==> src/rtl/pwm_pkg.sv <==
// Shared constants and helpers for the multi-channel PWM generator.
package pwm_pkg;

    localparam logic PWM_EDGE   = 1'b0;
    localparam logic PWM_CENTER = 1'b1;

    localparam logic DIR_UP   = 1'b1;
    localparam logic DIR_DOWN = 1'b0;

    // Duty carries one extra bit over the counter so that 100% is expressible.
    function automatic int duty_w(input int r);
        return r + 1;
    endfunction

endpackage

==> src/rtl/pwm_prescaler.sv <==
// Prescaler: one tick every (limit+1) clocks; the limit is resampled at each wrap.
module pwm_prescaler #(
    parameter int PRE_BITS = 15
) (
    input  logic                i_clk,
    input  logic                i_clear,
    input  logic [PRE_BITS-1:0] i_prescale,
    output logic                o_tick
);

    logic [PRE_BITS-1:0] r_cnt;
    logic [PRE_BITS-1:0] r_lim;

    assign o_tick = !i_clear && (r_cnt == r_lim);

    // Latching the limit at the wrap keeps a live prescale change from
    // truncating or overrunning the tick interval already in progress.
    always_ff @(posedge i_clk) begin
        if (i_clear || o_tick) begin
            r_cnt <= '0;
            r_lim <= i_prescale;
        end else begin
            r_cnt <= r_cnt + PRE_BITS'(1);
        end
    end

endmodule

==> src/rtl/pwm_multi.sv <==
// Multi-channel PWM: shared prescaled up or up/down counter, double-buffered
// top/mode/duty applied only on period boundaries, CH registered comparators.
module pwm_multi
    import pwm_pkg::*;
#(
    parameter int CH       = 4,
    parameter int R        = 8,
    parameter int PRE_BITS = 15
) (
    input  logic                       i_clk,
    input  logic                       i_reset,
    input  logic                       i_enable,
    input  logic [PRE_BITS-1:0]        i_prescale,
    input  logic [R-1:0]               i_top,
    input  logic                       i_mode,
    input  logic [CH*duty_w(R)-1:0]    i_duty,
    input  logic                       i_cfg_wr,
    output logic [CH-1:0]              o_pwm_out,
    output logic                       o_period_start,
    output logic                       o_cfg_pending
);

    localparam int DW = duty_w(R);

    logic              w_tick;
    logic              w_bnd;
    logic              w_apply;
    logic [R-1:0]      w_top;
    logic              w_mode;
    logic [CH*DW-1:0]  w_duty;
    logic              w_dir;
    logic [R-1:0]      w_cnt_n;
    logic              w_dir_n;
    logic [CH-1:0]     w_hi;

    logic [R-1:0]      r_cnt;
    logic              r_dir;
    logic [R-1:0]      r_top_act;
    logic              r_mode_act;
    logic [CH*DW-1:0]  r_duty_act;
    logic [R-1:0]      r_top_sh;
    logic              r_mode_sh;
    logic [CH*DW-1:0]  r_duty_sh;
    logic              r_pending;
    logic [CH-1:0]     r_pwm;
    logic              r_ps;

    pwm_prescaler #(.PRE_BITS(PRE_BITS)) u_pre (
        .i_clk      (i_clk),
        .i_clear    (i_reset | ~i_enable),
        .i_prescale (i_prescale),
        .o_tick     (w_tick)
    );

    // Shadow values win on an applying boundary so the new config is used on that same tick.
    always_comb begin
        w_bnd   = w_tick && (r_cnt == '0) && ((r_mode_act == PWM_EDGE) || (r_dir == DIR_UP));
        w_apply = w_bnd && r_pending;
        w_top   = w_apply ? r_top_sh  : r_top_act;
        w_mode  = w_apply ? r_mode_sh : r_mode_act;
        w_duty  = w_apply ? r_duty_sh : r_duty_act;
        w_dir   = (w_apply && (r_mode_sh != r_mode_act)) ? DIR_UP : r_dir;
        w_cnt_n = '0;
        w_dir_n = DIR_UP;
        if (w_mode == PWM_EDGE) begin
            w_cnt_n = (r_cnt >= w_top) ? '0 : r_cnt + R'(1);
        end else begin
            if ((w_dir == DIR_UP) && (r_cnt < w_top))
                w_cnt_n = r_cnt + R'(1);
            else if (r_cnt == '0)
                w_cnt_n = '0;
            else
                w_cnt_n = r_cnt - R'(1);
            // Landing on 0 turns back up so the next 0-tick is the boundary.
            if (w_cnt_n == '0)
                w_dir_n = DIR_UP;
            else if ((w_dir == DIR_UP) && (r_cnt >= w_top))
                w_dir_n = DIR_DOWN;
            else
                w_dir_n = w_dir;
        end
    end

    for (genvar g = 0; g < CH; g++) begin : g_cmp
        assign w_hi[g] = {1'b0, r_cnt} < w_duty[g*DW +: DW];
    end

    always_ff @(posedge i_clk) begin
        if (i_reset) begin
            r_cnt      <= '0;
            r_dir      <= DIR_UP;
            r_top_act  <= '1;
            r_mode_act <= PWM_EDGE;
            r_duty_act <= '0;
            r_top_sh   <= '1;
            r_mode_sh  <= PWM_EDGE;
            r_duty_sh  <= '0;
            r_pending  <= 1'b0;
            r_pwm      <= '0;
            r_ps       <= 1'b0;
        end else begin
            if (i_cfg_wr) begin
                r_top_sh  <= i_top;
                r_mode_sh <= i_mode;
                r_duty_sh <= i_duty;
                r_pending <= 1'b1;
            end else if (w_apply) begin
                r_pending <= 1'b0;
            end

            if (!i_enable) begin
                r_cnt <= '0;
                r_dir <= DIR_UP;
                r_pwm <= '0;
                r_ps  <= 1'b0;
            end else if (w_tick) begin
                if (w_apply) begin
                    r_top_act  <= r_top_sh;
                    r_mode_act <= r_mode_sh;
                    r_duty_act <= r_duty_sh;
                end
                r_cnt <= w_cnt_n;
                r_dir <= w_dir_n;
                r_pwm <= w_hi;
                r_ps  <= w_bnd;
            end else begin
                r_ps  <= 1'b0;
            end
        end
    end

    assign o_pwm_out      = r_pwm;
    assign o_period_start = r_ps;
    assign o_cfg_pending  = r_pending;

endmodule
==> config.mk <==
export PLATFORM = sky130hd
export DESIGN_NAME = pwm_multi
export DESIGN_NICKNAME = d
export VERILOG_FILES = /design/src/rtl/pwm_pkg.sv /design/src/rtl/pwm_prescaler.sv /design/src/rtl/pwm_multi.sv
export SDC_FILE = /design/constraint.sdc
export NUM_CORES = 1
export LEC_CHECK = 0
export BUFFER_PORTS_ARGS = -buffer_cell sky130_fd_sc_hd__buf_2
export CORE_MARGIN = 1.5
export CORE_UTILIZATION = 45
export DETAILED_ROUTE_END_ITERATION = 10
export PLACE_DENSITY_LB_ADDON = 0.15
export SETUP_SLACK_MARGIN = 0.4
export SLEW_MARGIN = 0
export SYNTH_ARGS = -nofsm -noshare
export SYNTH_HDL_FRONTEND = slang
export SYNTH_SLANG_ARGS = --single-unit
==> constraint.sdc <==
create_clock -name i_clk -period 4.8 [get_ports i_clk]
set_clock_uncertainty 0.05 [all_clocks]
set_input_delay 0.96 -clock i_clk [delete_from_list [all_inputs] [get_ports i_clk]]
set_output_delay 0.96 -clock i_clk [all_outputs]
set_load 0.005 [all_outputs]
==> summary.txt <==
Critical path
  – Worst Path Buf+Inv: 2
  – Req. time, crit path: between 5 and 6 ns
  – Worst-path maximum fanout: 8
  – Worst EP arrival: 4.61 ns
  – Top cell by count, worst path: or4_4
  – Crit Path Class: primary input to flip-flop
  – CP endpoint kind: flip-flop
  – Crit start category: primary input
  – Crit path cell chain: buf_2, nand2b_4, or4_4, or4_4, nor2_4, buf_6, mux2i_4, ha_1, o21ai_1, a21oi_1, a221o_2, or3_1, or4_1, a32oi_1
  – Delay-heaviest family, CP: simple AND/OR/NAND/NOR gates
  – Worst r2r src: u_pre.r_lim[4]
  – CP max-delay cell: or4_4
  – Worst setup startpoint: i_reset
  – Max incr delay on CP: 0.45 ns

Timing
  – Final Hold Viols: 0
  – Slew headroom: 0.335
  – Fmax: approximately 0.23 GHz
  – Crit path time final: about 4.3 ns
  – Finish-stage setup viols: 0
  – Worst Tran Pin Value: around 1 ns
  – Period utilization: 0.901
  – Fin Hold WS: ~0.40 ns
  – RSZ-0062 raised after global routing: yes
  – Max-slew violation count: 0

Yosys
  – Xor/xnor share of the synthesized area: 0.0413
  – Syn Nets: 812
  – Post-synth ARST share: 0
  – Compound-gate portion of the synthesized area: 0.134
  – Yosys cell types: 65
  – Post-synth EDFFs: 15
  – Multiplexer area fraction after synthesis: 0.118
  – Area leader, netlist: dfxtp_1
  – Post-synthesis sequential area ratio: 0.421
  – Top_reg_cell synth: dfxtp_1
  – Synth area leaders: dfxtp_1 35%, mux2i_1 12%, ha_1 7.4%
  – Synth Warn #: 0
  – Yosys top cell area share: 0.354
  – Simple-gate share of the synthesized area: 0.179
  – Largest family of logic cells by synthesized area: simple AND/OR/NAND/NOR gates
  – Mapped cell area: 6780 µm²
  – Cells after synthesis: 708
  – Register bit total from synthesis: 135
  – Post-Synth Adder-Cell Area: 0.0738
  – Avg Cell Area, Syn: 9.58 µm²

GRT
  – Global Route Usage Sum: 0.219
  – Pin count of the biggest net entering global routing: 86
  – Initial antenna violation count: 0
  – Number of global-route vias before repair: 5438
  – Grt total ovfl: 0
  – First-pass GRT wire length: 27.4 mm

Power and ir drop
  – Pwr per Cell Area: 322 nW/µm²
  – Total chip power: 2600 µW
  – Peak supply drop: 0.243 mV
  – Lkg Pwr: 0.00323 µW

Drt
  – Final ANT Viol Nets: 0
  – First-pass DRT Iterations: 10
  – DRC violations left: 5
  – Iteration-0 DRC Markers: 406
  – Via/cell ratio: 5.62
  – Avg WL per Cell: 17.0 µm
  – Vias: roughly 5500
  – Post-Route WL: approximately 17 mm

Clocking
  – Clk sink count: 135
  – CTS Buffer Depth: 2
  – H-tree levels: 4
  – Worst-path clk slew: around 0.06 ns
  – Worst skew pair latency: 0.42 ns
  – CTS root buf: clkbuf_16
  – CTS tree: done
  – Inserted Clock Buffers: 17

Final layout
  – Post-layout nets: approximately 890
  – Layout cells sized above 1: 0.183
  – Multi-input combinational cell area: 3820 µm²
  – Non-Filler Instances: just under 1000
  – Area growth from synthesis to layout: 19.1%
  – Layout fillers: 1293
  – Number of diodes: 0
  – Register area: 2850 µm²

Run status
  – Status: finished, violations left
  – Failing checks: DRC

Die
  – Initial Utilization: 0.463
  – Core footprint: 14600 µm²
  – Num ports: 70
  – # rows: 44
  – Chip width: 126 µm
  – Die ar.: 15800 µm²
  – Die Y: 126 µm

Min path
  – HP Start: r_duty_act[27]
  – HP Class: flip-flop to flip-flop

Run
  – MaxCap Viol Count: 0

Placement
  – RD Place Congestion: 0.928
  – Port Buf Inserts: 69
  – Post-detail-place hpwl: 11.3 mm
  – Placed insts: 945
-- placed cells by master (no fill, tap or decap), drive strengths merged, types with 7 or more instances in the layout --
cell type and n:
inv 15, xnor2 19, nand2 26, a21oi 27, a211o 9, a22o 7
buf 96, nor2b 15, edfxtp 15, mux2i 78, and3 8, ha 40
xor2 13, nand3 21, nor2 74, nand4 8, o21ai 51, nor3 20
nand3b 31, dfxtp 120, clkbuf 22
-- kinds of logic after synthesis --
family,after synthesis
buffers and inverters,54
XOR/XNOR,32
AND/OR/NAND/NOR,228
flip-flops,135
multiplexers,80
adder cells (fa/ha/maj),40
AO/OA/AOI/OAI,139
-- metal layers --
metal	vias to the layer above	wire length [µm]	part of all wire	global-route usage
li1	2723	-	-	-
met1	2607	7680	0.46	0.272
met2	151	7990	0.48	0.370
met3	25	758	0.045	0.0497
met4	0	281	0.017	0.0852
met5	-	0	0	0
-- worst register-to-register path: stages (launching register included) --
cell      delay, ns
edfxtp_1       0.38
xor2_1         0.22
or4_4          0.57
or4_4          0.45
nor2_4         0.18
buf_6          0.17
mux2i_4        0.24
ha_1           0.27
o21ai_1        0.14
a21oi_1        0.08
a221o_2        0.44
or3_1          0.39
or4_1          0.40
a32oi_1        0.20
-- stage by stage --
step / setup WS, ns / util / instance area (µm²) / TNS (ns)
after CTS: 0.422 / 0.544 / 7970 / 0
after floorplan: -0.190 / - / 6840 / -0.232
after global routing: 0.363 / 0.552 / 8080 / 0
after detailed placement: -0.172 / 0.505 / 7390 / -0.621
after global placement: -0.0353 / 0.505 / 7390 / -0.0353
final: 0.475 / 0.552 / 8080 / 0
-- power breakdown --
part	internal [µW]	switching, µW	leakage, µW
Combinational	61.5	62.0	0.00182
Clock	811	465	0.000283
Sequential	1180	24.4	0.00113
Total	2050	552	0.00323
-- final cells by class --
type,count,area share
Clock buffer,22,0.0550
Clock inverter,10,0.0158
Inverter,14,0.00650
Multi-Input combinational cell,519,0.473
Sequential cell,135,0.353
Tap cell,184,0.0285
Timing Repair Buffer,96,0.0687
-- worst paths after layout --
path	to	slack, ns	cells after the start
setup / recovery	r_cnt[5]	0.47	14
hold / removal	r_duty_act[27]	0.40	2
setup reg to reg	r_cnt[5]	0.54	13
hold reg to reg	r_duty_act[27]	0.40	2
-- state kept, by name, summed over array words and instances, names as in the netlist --
name,cells
r_duty_sh,36
r_top_act,8
u_pre.r_lim,15
r_duty_act,36
o_pwm_out,4
o_cfg_pending,1
r_dir,1
r_top_sh,8
u_pre.r_cnt,15
r_mode_sh,1
o_period_start,1
r_cnt,8
r_mode_act,1
-- cells in the mapped netlist (3+ instances only) --
| cell type | instances |
|---|---|
| a211oi_1 | 6 |
| o21ai_1 | 11 |
| a221o_1 | 4 |
| xor2_1 | 13 |
| nor2b_1 | 15 |
| and2_1 | 3 |
| a32oi_1 | 4 |
| xnor2_1 | 19 |
| buf_1 | 3 |
| nor2_1 | 73 |
| nand2_1 | 26 |
| o21ai_0 | 40 |
| a21oi_1 | 26 |
| and3_1 | 8 |
| mux2i_1 | 78 |
| nand3b_1 | 31 |
| clkbuf_1 | 28 |
| edfxtp_1 | 15 |
| nand3_1 | 21 |
| a22o_1 | 7 |
| nand4_1 | 8 |
| nand2b_1 | 5 |
| o22ai_1 | 3 |
| inv_1 | 14 |
| ha_1 | 40 |
| dfxtp_1 | 120 |
| a21o_1 | 5 |
| buf_2 | 6 |
| nor3_1 | 19 |
| o21a_1 | 3 |
| a211o_1 | 9 |
-- repair_timing --
| action | CTS | global route |
|---|---|---|
| endpoints found under the setup margin | 6 | 7 |
| hold buffers | 0 | 0 |
| setup buffers | 1 | 2 |
| cloned | 0 | 0 |
| gates resized for setup | 0 | 17 |
| pin swaps | 1 | 5 |
Power figures use the tool's default switching activity.
